### src/rtl/exibe_sequencia.sv
// Sequence presenter: reads the sequence ROM from address 0 up to a latched limit,
// showing each value on the LEDs for T_ACESO cycles followed by T_APAGADO blank cycles.
module exibe_sequencia #(
  parameter int unsigned T_ACESO   = 1000,
  parameter int unsigned T_APAGADO = 500
) (
  input  logic       clock,
  input  logic       reset,
  input  logic       iniciar,
  input  logic [3:0] limite,
  output logic [3:0] mem_endereco,
  input  logic [3:0] mem_dado,
  output logic [3:0] leds,
  output logic       exibindo,
  output logic       pronto,
  output logic [2:0] db_estado
);

  typedef enum logic [2:0] {
    OCIOSO  = 3'd0,
    CARREGA = 3'd1,
    ACESO   = 3'd2,
    APAGADO = 3'd3,
    FIM     = 3'd4
  } estado_t;

  localparam logic [15:0] ACESO_ULT   = 16'(T_ACESO - 1);
  localparam logic [15:0] APAGADO_ULT = 16'(T_APAGADO - 1);

  estado_t     estado;
  estado_t     estado_prox;
  logic [15:0] timer;
  logic [3:0]  limite_reg;
  logic        fim_aceso;
  logic        fim_apagado;
  logic        ultimo;

  assign fim_aceso   = (timer == ACESO_ULT);
  assign fim_apagado = (timer == APAGADO_ULT);
  assign ultimo      = (mem_endereco == limite_reg);

  always_ff @(posedge clock or posedge reset) begin
    if (reset) begin
      estado <= OCIOSO;
    end else begin
      estado <= estado_prox;
    end
  end

  always_comb begin
    estado_prox = estado;
    case (estado)
      OCIOSO:  if (iniciar) estado_prox = CARREGA;
      CARREGA: estado_prox = ACESO;
      ACESO:   if (fim_aceso) estado_prox = APAGADO;
      APAGADO: if (fim_apagado) estado_prox = ultimo ? FIM : CARREGA;
      FIM:     estado_prox = OCIOSO;
      default: estado_prox = OCIOSO;
    endcase
  end

  // Timer only runs while ACESO/APAGADO persist; any state change clears it.
  always_ff @(posedge clock or posedge reset) begin
    if (reset) begin
      timer        <= '0;
      mem_endereco <= '0;
      limite_reg   <= '0;
    end else begin
      if ((estado_prox != estado) || !((estado == ACESO) || (estado == APAGADO))) begin
        timer <= '0;
      end else begin
        timer <= timer + 16'd1;
      end
      case (estado)
        OCIOSO: begin
          mem_endereco <= '0;
          if (iniciar) limite_reg <= limite;
        end
        APAGADO: if (fim_apagado && !ultimo) mem_endereco <= mem_endereco + 4'd1;
        FIM:     mem_endereco <= '0;
        default: ;
      endcase
    end
  end

  always_comb begin
    leds      = '0;
    exibindo  = 1'b0;
    pronto    = 1'b0;
    db_estado = estado;
    case (estado)
      CARREGA: exibindo = 1'b1;
      ACESO: begin
        exibindo = 1'b1;
        leds     = mem_dado;
      end
      APAGADO: exibindo = 1'b1;
      FIM:     pronto   = 1'b1;
      default: ;
    endcase
  end

endmodule

### config.mk
export PLATFORM = sky130hd
export DESIGN_NAME = exibe_sequencia
export DESIGN_NICKNAME = d
export VERILOG_FILES = /design/src/rtl/exibe_sequencia.sv
export SDC_FILE = /design/constraint.sdc
export NUM_CORES = 1
export LEC_CHECK = 0
export CAP_MARGIN = 40
export CORE_MARGIN = 2
export CORE_UTILIZATION = 40
export DETAILED_ROUTE_END_ITERATION = 12
export PLACE_DENSITY_LB_ADDON = 0.12
export SLEW_MARGIN = 20
export SYNTH_ARGS = -nofsm -noshare
export SYNTH_HDL_FRONTEND = slang
export SYNTH_SLANG_ARGS = --single-unit
### constraint.sdc
create_clock -name clock -period 5.2 [get_ports clock]
set_clock_uncertainty 0.15 [all_clocks]
set_input_delay 0.52 -clock clock [delete_from_list [all_inputs] [get_ports clock]]
set_output_delay 0.52 -clock clock [all_outputs]
set_load 0.01 [all_outputs]
==> results of run 1 <==
[per-layer routing]
metal	share of wire	vias to the layer above	routed length, µm
met3	0.030	5	88
met5	0	-	0
met2	0.51	22	1460
met1	0.45	521	1290
met4	0.016	0	46
li1	-	547	-
[power groups by stage]
stage / Combinational (mW) / Sequential, mW / Clock [mW]
floorplan: 0.0760 / 0.256 / 0
global placement: 0.110 / 0.260 / 0
detailed placement: 0.112 / 0.262 / 0
CTS: 0.113 / 0.257 / 0.0995
global route: 0.126 / 0.263 / 0.107
finish: 0.111 / 0.258 / 0.0933
[layout make-up]
cell class,count,area share
clock buffer,3,0.0130
clock inverter,1,0.00289
inverter,6,0.0130
multi-input combinational,106,0.406
sequential,27,0.390
tap,46,0.0332
timing repair buffer,24,0.142
[cells by family after synthesis]
family,count (synthesis)
flip-flops,27
XOR/XNOR,18
adder cells (fa/ha/maj),2
multiplexers,5
buffers and inverters,10
AND/OR/NAND/NOR,68
AO/OA/AOI/OAI,13
[through the flow]
| step | cells | worst slack (ns) | total power [mW] | area [µm²] |
|---|---|---|---|---|
| after global placement | 208 | 2.52 | 0.370 | 1690 |
| after detailed placement | 209 | 2.45 | 0.374 | 1700 |
| after floorplan | 143 | 2.70 | 0.332 | 1430 |
| after CTS | 213 | 2.36 | 0.470 | 1730 |
| final | 213 | 2.39 | 0.462 | 1730 |
| after global routing | 213 | 2.18 | 0.496 | 1730 |
[critical path, stage by stage (launching register included)]
cell,delay [ns]
dfrtp_1,0.57
nor3b_1,0.49
and2_1,0.21
clkdlybuf4s50_1,0.54
[final timing paths]
kind,startpoint,to,slack (ns),cells after the start
min in group clock,timer[0],timer[0],0.35,1
max in group asynchronous,reset,timer[15],4.14,3
max,db_estado[1],leds[0],2.39,3
min,reset,mem_endereco[3],0.30,2
max reg2reg,timer[0],timer[14],2.46,5
min reg2reg,timer[0],timer[0],0.35,1
[placed cells by master (no fill, tap or decap), types with 2 or more instances in the layout]
master           instances
or4_1                    3
nor4_1                   4
nand3_1                  7
inv_1                    6
nor3b_1                  2
xor2_1                   5
nor2_1                  22
nor4b_1                  2
nand2_1                  5
nor2b_1                  2
o21ai_0                  3
clkbuf_4                 3
ha_1                     2
clkdlybuf4s50_1         23
and2_1                   5
nor3_1                   5
xnor2_1                 13
mux2_2                   4
or4_4                    2
nand4_1                  4
dfrtp_1                 27
a21oi_1                  3
==> run_results.csv, run 1 <==
group,metric,value,unit
run_status,status,"complete, no violations",
route,drc,0,
synth,synth_compound_area_frac,0.0632,
die,die_h,63.7,µm
global_routing,busiest_layer,"met2",
clock_tree,cts_tree,"yes",
sta,finalCritPeriodShare,0.541,
sta,tns,0,ns
global_routing,overflow,0,
synth,synthSimpleGateAreaFrac,0.263,
die,ios,24,
die,dieArea,0.00406,mm²
synth,synth_area_leader_cell,"dfrtp_1",
clock_tree,clk_path_buf_depth,2,
sta,rsz0062_at_grt,"false",
route,wl_per_cell,13.6,µm
synth,netlist_area,0.00143,mm²
synth,synthAdderAreaFrac,0.0176,
clock_tree,cts_root_buf,"clkbuf_4",
synth,yosys.cell_types.count,36,
synth,synth_xor_area_frac,0.111,
power,power.internal,0.318,mW
finish,num_antenna_cells,0,
finish,nNetsFinal,181,
power,power_leakage,0.674,nW
clock_tree,cts_sinks,27,
clock_tree,numCtsBuffers,3,
global_routing,grt_pass1_wl,5.01,mm
finish,multi_input_area,703,µm²
synth,synth_edf_count,0,
synth,yosys.cell_count.top_type,"dfrtp_1",
sta,min_period,2.81,ns
clock_tree,cts_hold_buffers,0,
sta,finalHoldWorstSlack,0.299,ns
die,coreArea,0.00339,mm²
global_routing,grt_pass1_vias,1089,
clock_tree,cts_resized,0,
clock_tree,clkLatencyLatePin,0.33,ns
die,chipWidth,63.7,µm
sta,setup_violations,0,
sta,worst_slew_pin_slew,0.861,ns
sta,drv_slew,0,
die,start_util,0.420,
route,via_per_inst,5.14,
global_routing,met3_usage,0.0250,
synth,postSynth.asyncResetShare,1.00,
power,power_density,267,mW/mm²
clock_tree,htreeDepth,1,
route,first_pass_iters,4,
synth,synth_warnings,0,
synth,synthCells,143,
global_routing,grt_util_all_layers,0.157,
worst_setup_path,required,4.53,ns
job,maxCapViolations,0,
finish,post-route-util,0.511,
finish,fillers,319,
die,rows,21,
power,seqPwrFrac,0.558,
finish,drive_gt1_frac,0.0778,
synth,ys_seq_elements,27,
worst_setup_path,critPathArrivalTime,2.14,ns
finish,area_growth,21.5,%
sta,slew_headroom,0.418,
worst_hold_path,hold_path.class,"in -> async",
route,drt-initial-drc-count,52,
synth,syn_nets,156,
synth,synth_ff_type,"dfrtp_1",
global_routing,use_met2,0.275,
power,pwr-share-comb,0.240,
place,dp_hpwl,2.12,mm
worst_setup_path,start_kind,"flip-flop",
synth,synth.area.mux_share,0.0386,
finish,regArea,676,µm²
worst_setup_path,path_class,"reg -> out",
power,p_switching,0.144,mW
synth,ys_top_cells_by_count,"dfrtp_1 (27), nor2_1 (22), xnor2_1 (13)",
worst_setup_path,cp_max_fo,12,
place,gp_congestion,0.836,
global_routing,antenna_found_initial,0,
power,irDropWorstVdd,0.160,mV
worst_setup_path,crit_path_end_kind,"output port",
synth,synth_area_per_cell,9.97,µm²
global_routing,grt_max_degree,20,
synth,synth_top_family_by_area,"simple AND/OR/NAND/NOR gates",
route,ant_nets,0,
route,routed-via-count,1095,
sta,finalHoldViolations,0,
power,clkPwrFrac,0.202,
sta,fmax,0.355,GHz
global_routing,grt_use_met1,0.193,
clock_tree,postCtsSetupRepairBufs,0,
route,wl,2.89,mm
clock_tree,clk_pin_slew,0.16,ns
finish,largest_reg_flops,16,
synth,synth_top_area_share,0.474,
synth,seq_area_frac_synth,0.474,
power,switching_share,0.312,
synth,synthTopCellsByArea,"dfrtp_1 (47%), xnor2_1 (8.0%), nor2_1 (5.8%)",
place,portBuffers,23,
Note: power is estimated with default switching activity, not from simulation.
==> inputs of run 2 (changes only) <==
==> constraint.sdc (replaced) <==
create_clock -name clock -period 2.5 [get_ports clock]
set_clock_uncertainty 0.15 [all_clocks]
set_input_delay 0.25 -clock clock [delete_from_list [all_inputs] [get_ports clock]]
set_output_delay 0.25 -clock clock [all_outputs]
set_load 0.01 [all_outputs]
==> run_results.csv, run 2 (same netlist as run 1, synthesis figures left out) <==
group,metric,value,unit
run_status,status,"complete, no violations",
clock_tree,cts_hold_buffers,0,
worst_setup_path,cp-startpoint,"timer[13]",
global_routing,antenna_found_initial,0,
sta,slew_headroom,0.595,
finish,nNetsFinal,188,
route,routed-via-count,1137,
worst_setup_path,cpLargestDelayFamily,"simple AND/OR/NAND/NOR gates",
worst_setup_path,crit_path_end_kind,"flip-flop",
die,coreArea,0.00339,mm²
route,wl,3.03,mm
finish,area_growth,26.5,%
clock_tree,numCtsBuffers,3,
place,portBuffers,23,
finish,fillers,308,
global_routing,grt_max_degree,28,
clock_tree,clkLatencyLatePin,0.33,ns
clock_tree,clk_pin_slew,0.14,ns
worst_setup_path,crit_path_top_delay_cell,"or4_4",
sta,worst_slew_pin_slew,0.599,ns
power,power.internal,0.692,mW
power,pwr-share-comb,0.269,
route,drt-initial-drc-count,51,
finish,largest_reg_flops,16,
route,drc,0,
die,dieArea,0.00406,mm²
die,ios,24,
finish,num_antenna_cells,0,
sta,finalHoldViolations,0,
die,start_util,0.420,
worst_setup_path,crit_path_max_incr_delay,0.59,ns
worst_setup_path,cp_max_fo,6,
sta,fmax,0.411,GHz
route,ant_nets,0,
clock_tree,htreeDepth,1,
clock_tree,cts_tree,"yes",
place,gp_congestion,0.770,
global_routing,grt_util_all_layers,0.170,
power,switching_share,0.307,
finish,final_cell_area,0.00180,mm²
sta,drv_slew,0,
die,rows,21,
finish,multi_input_area,718,µm²
sta,min_period,2.43,ns
worst_setup_path,path_class,"reg -> reg",
finish,final_cell_mix,"dfrtp_1 (27), clkdlybuf4s50_1 (23), nor2_1 (22)",
clock_tree,cts_root_buf,"clkbuf_4",
worst_setup_path,critPathBufInv,0,
worst_setup_path,reg2reg_depth,4,
worst_setup_path,rr_endpoint,"mem_endereco[3]",
worst_setup_path,required,2.62,ns
worst_setup_path,cp-endpoint,"mem_endereco[3]",
finish,layout_commonest_cell,"dfrtp_1",
sta,rsz0062_at_grt,"false",
route,first_pass_iters,3,
place,dp_hpwl,2.15,mm
finish,regArea,676,µm²
worst_hold_path,hold_path.class,"in -> async",
route,wl_per_cell,13.8,µm
job,maxCapViolations,0,
route,via_per_inst,5.17,
sta,tns,0,ns
global_routing,grt_pass1_wl,5.33,mm
worst_setup_path,cp.depth,4,
global_routing,grt_pass1_vias,1148,
clock_tree,clk_path_buf_depth,2,
power,clkPwrFrac,0.193,
finish,drive_gt1_frac,0.126,
place,placed_cell_area,0.00176,mm²
worst_setup_path,start_kind,"flip-flop",
sta,setup_violations,0,
power,seqPwrFrac,0.538,
worst_setup_path,critPathArrivalTime,2.55,ns
power,p_switching,0.306,mW
die,die_h,63.7,µm
sta,finalCritPeriodShare,0.973,
power,power_leakage,0.713,nW
clock_tree,postCtsSetupRepairBufs,0,
worst_setup_path,timing.rr.start,"timer[13]",
worst_setup_path,worst-r2r-setup-slack,0.07,ns
global_routing,overflow,0,
worst_setup_path,path_cells,"or4_4 -> or4_4 -> or4_1 -> a21oi_1",
power,irDropWorstVdd,0.394,mV
worst_setup_path,crit_top_cell,"or4_4",
die,chipWidth,63.7,µm
power,power_density,553,mW/mm²
clock_tree,cts_sinks,27,
## run 2: changes by cell type in the layout (fill, tap and decap cells not counted)
cell	before	now
clkbuf_1	0	1
or4b_4	0	1
buf_12	0	1
nor3b_2	0	1
nor3b_1	2	1
clkinv_2	1	0
or4b_1	1	0
nor4b_1	2	1
nor4b_2	0	1
buf_4	0	7
buf_8	1	0
## run 2: repair_timing
action | CTS | global route
endpoints found under the hold margin | 0 | 0
resized for setup | 1 | 2
setup endpoints to repair | 2 | 2
pin swaps | 0 | 1
## run 2: metal layers
layer / track usage / wire [µm]
met5: 0 / 0
met2: 0.293 / 1520
met3: 0.0250 / 84
met4: 0.0815 / 66
met1: 0.205 / 1350
## run 2: how the worst min path moves through the flow
stage	from	endpoint	slack (ns)
floorplan	reset	db_estado[0]	0.15
global placement	timer[0]	timer[0]	0.31
detailed placement	timer[0]	timer[0]	0.32
CTS	reset	limite_reg[3]	0.12
global route	reset	limite_reg[3]	0.14
finish	reset	limite_reg[3]	0.12
## run 2: area by class of cell
type	count	share of cell area
Clock buffer	4	0.0146
Inverter	6	0.0125
Multi-Input combinational cell	106	0.398
Sequential cell	27	0.375
Tap cell	46	0.0319
Timing Repair Buffer	31	0.168
## run 2: stage by stage
step	hold WS, ns	instances	power [mW]	utilization	setup slack (ns)
4_1_cts	0.117	220	1.01	0.529	0.00879
2_1_floorplan	0.153	143	0.690	-	0.00101
3_3_place_gp	0.314	216	0.801	0.520	0.0651
5_1_grt	0.138	220	1.07	0.532	0.0133
6_report	0.119	220	0.998	0.532	0.0666
3_5_place_dp	0.322	216	0.808	0.520	0.0356
## run 2: power groups by stage
stage	Combinational, mW	Clock, mW	Sequential, mW
after CTS	0.266	0.205	0.537
after floorplan	0.158	0	0.532
after global placement	0.259	0	0.542
final	0.268	0.193	0.536
after global routing	0.300	0.223	0.549
after detailed placement	0.263	0	0.545
## run 2: worst min-delay path, cell delays in order
cell and delay (ns):
clkdlybuf4s50_1 0.40, inv_1 0.05, buf_4 0.32
==> inputs of run 3 (changes only) <==
--- a/config.mk
+++ b/config.mk
@@ -9,7 +9,9 @@
 export CORE_MARGIN = 2
 export CORE_UTILIZATION = 40
 export DETAILED_ROUTE_END_ITERATION = 12
+export MAX_ROUTING_LAYER = met4
 export PLACE_DENSITY_LB_ADDON = 0.12
+export SKIP_CTS_REPAIR_TIMING = 1
 export SLEW_MARGIN = 20
 export SYNTH_ARGS = -nofsm -noshare
 export SYNTH_HDL_FRONTEND = slang
==> run_results.csv, run 3 (same netlist as run 1, synthesis figures left out) <==
group,metric,value,unit
worst_setup_path,cp_max_fo,6,
job,maxCapViolations,0,
route,drc,0,
worst_setup_path,required,2.62,ns
worst_setup_path,timing.rr.start,"timer[13]",
sta,setup_violations,0,
global_routing,grt_util_all_layers,0.174,
clock_tree,clk_pin_slew,0.14,ns
route,via_per_inst,5.09,
sta,fmax,0.411,GHz
sta,slew_headroom,0.592,
finish,final_cell_mix,"dfrtp_1 (27), clkdlybuf4s50_1 (23), nor2_1 (22)",
route,first_pass_iters,4,
finish,num_antenna_cells,0,
clock_tree,numCtsBuffers,3,
worst_setup_path,crit_path_top_delay_cell,"or4_4",
worst_setup_path,rr_endpoint,"mem_endereco[3]",
finish,largest_reg_flops,16,
die,rows,21,
finish,layout_commonest_cell,"dfrtp_1",
sta,finalCritPeriodShare,0.973,
power,power_leakage,0.713,nW
clock_tree,htreeDepth,1,
power,power.internal,0.692,mW
route,ant_nets,0,
worst_setup_path,worst-r2r-setup-slack,0.07,ns
worst_setup_path,cp-startpoint,"timer[13]",
clock_tree,cts_sinks,27,
power,pwr-share-comb,0.269,
clock_tree,cts_tree,"yes",
die,ios,24,
sta,rsz0062_at_grt,"false",
worst_setup_path,crit_top_cell,"or4_4",
global_routing,grt_max_degree,28,
sta,worst_slack,0.0665,ns
power,irDropWorstVdd,0.395,mV
power,p_switching,0.304,mW
die,start_util,0.420,
place,gp_congestion,0.781,
route,routed-via-count,1120,
worst_setup_path,crit_path_end_kind,"flip-flop",
clock_tree,cts_root_buf,"clkbuf_4",
power,clkPwrFrac,0.192,
run_status,status,"complete, no violations",
sta,worst_slew_pin_slew,0.604,ns
worst_setup_path,critPathArrivalTime,2.55,ns
worst_setup_path,cp-endpoint,"mem_endereco[3]",
sta,min_period,2.43,ns
worst_setup_path,crit_path_max_incr_delay,0.59,ns
global_routing,antenna_found_initial,0,
finish,nNetsFinal,188,
place,pre_cts_slack,0.0356,ns
route,wl,3.01,mm
sta,finalHoldViolations,0,
worst_hold_path,hold_path.class,"in -> async",
worst_setup_path,path_class,"reg -> reg",
die,dieArea,0.00406,mm²
route,drt-initial-drc-count,47,
finish,drive_gt1_frac,0.126,
clock_tree,clk_path_buf_depth,2,
global_routing,grt_pass1_wl,5.30,mm
power,power_density,552,mW/mm²
clock_tree,clkLatencyLatePin,0.33,ns
worst_setup_path,path_cells,"or4_4 -> or4_4 -> or4_1 -> a21oi_1",
global_routing,overflow,0,
sta,drv_slew,0,
global_routing,grt_pass1_vias,1142,
die,die_h,63.7,µm
power,switching_share,0.305,
place,dp_hpwl,2.15,mm
route,wl_per_cell,13.7,µm
sta,tns,0,ns
die,coreArea,0.00339,mm²
die,chipWidth,63.7,µm
worst_setup_path,start_kind,"flip-flop",
place,portBuffers,23,
finish,area_growth,26.5,%
power,seqPwrFrac,0.539,
worst_setup_path,reg2reg_depth,4,
run 3: cell counts in the layout (fill, tap and decap cells not counted):
No cell type changed its count.
run 3: power by group through the flow:
stage               Combinational, mW  Clock, mW  Sequential [mW]
finish                          0.268      0.191            0.537
global route                    0.301      0.223            0.548
CTS                             0.265      0.205            0.536
detailed placement              0.263          0            0.545
global placement                0.259          0            0.542
floorplan                       0.158          0            0.532
run 3: through the flow:
step | area, µm² | util | total power, mW | std cells | hold WS (ns)
after floorplan | 1430 | - | 0.690 | 143 | 0.153
after global placement | 1760 | 0.520 | 0.801 | 216 | 0.314
after detailed placement | 1760 | 0.520 | 0.808 | 216 | 0.322
after CTS | 1790 | 0.528 | 1.01 | 220 | 0.117
after global routing | 1800 | 0.532 | 1.07 | 220 | 0.138
final | 1800 | 0.532 | 0.996 | 220 | 0.120
run 3: worst max-delay path: cells and delay by family, from the launching register on:
| kind | cells | cell delay (ns) |
|---|---|---|
| compound gates | 1 | 0.15 |
| flops | 1 | 0.44 |
| simple gates | 3 | 1.63 |
run 3: how the worst min path moves through the flow:
stage	slack, ns	depth (start not counted)	end	startpoint
final	0.12	3	limite_reg[3]	reset
after global routing	0.14	3	limite_reg[3]	reset
after CTS	0.12	3	limite_reg[3]	reset
after detailed placement	0.32	1	timer[0]	timer[0]
after global placement	0.31	1	timer[0]	timer[0]
after floorplan	0.15	1	db_estado[0]	reset
run 3: metal layers:
layer	wire (µm)	global-route usage
met4	66	0.0815
met3	79	0.0250
met1	1340	0.206
met5	0	-
met2	1520	0.291
run 3: layout make-up:
cell class / instances / area, µm²
Fill cell: 308 / 1590
Multi-Input combinational cell: 106 / 718
Clock buffer: 4 / 26.3
Tap cell: 46 / 57.6
Sequential cell: 27 / 676
Inverter: 6 / 22.5
Timing Repair Buffer: 31 / 303
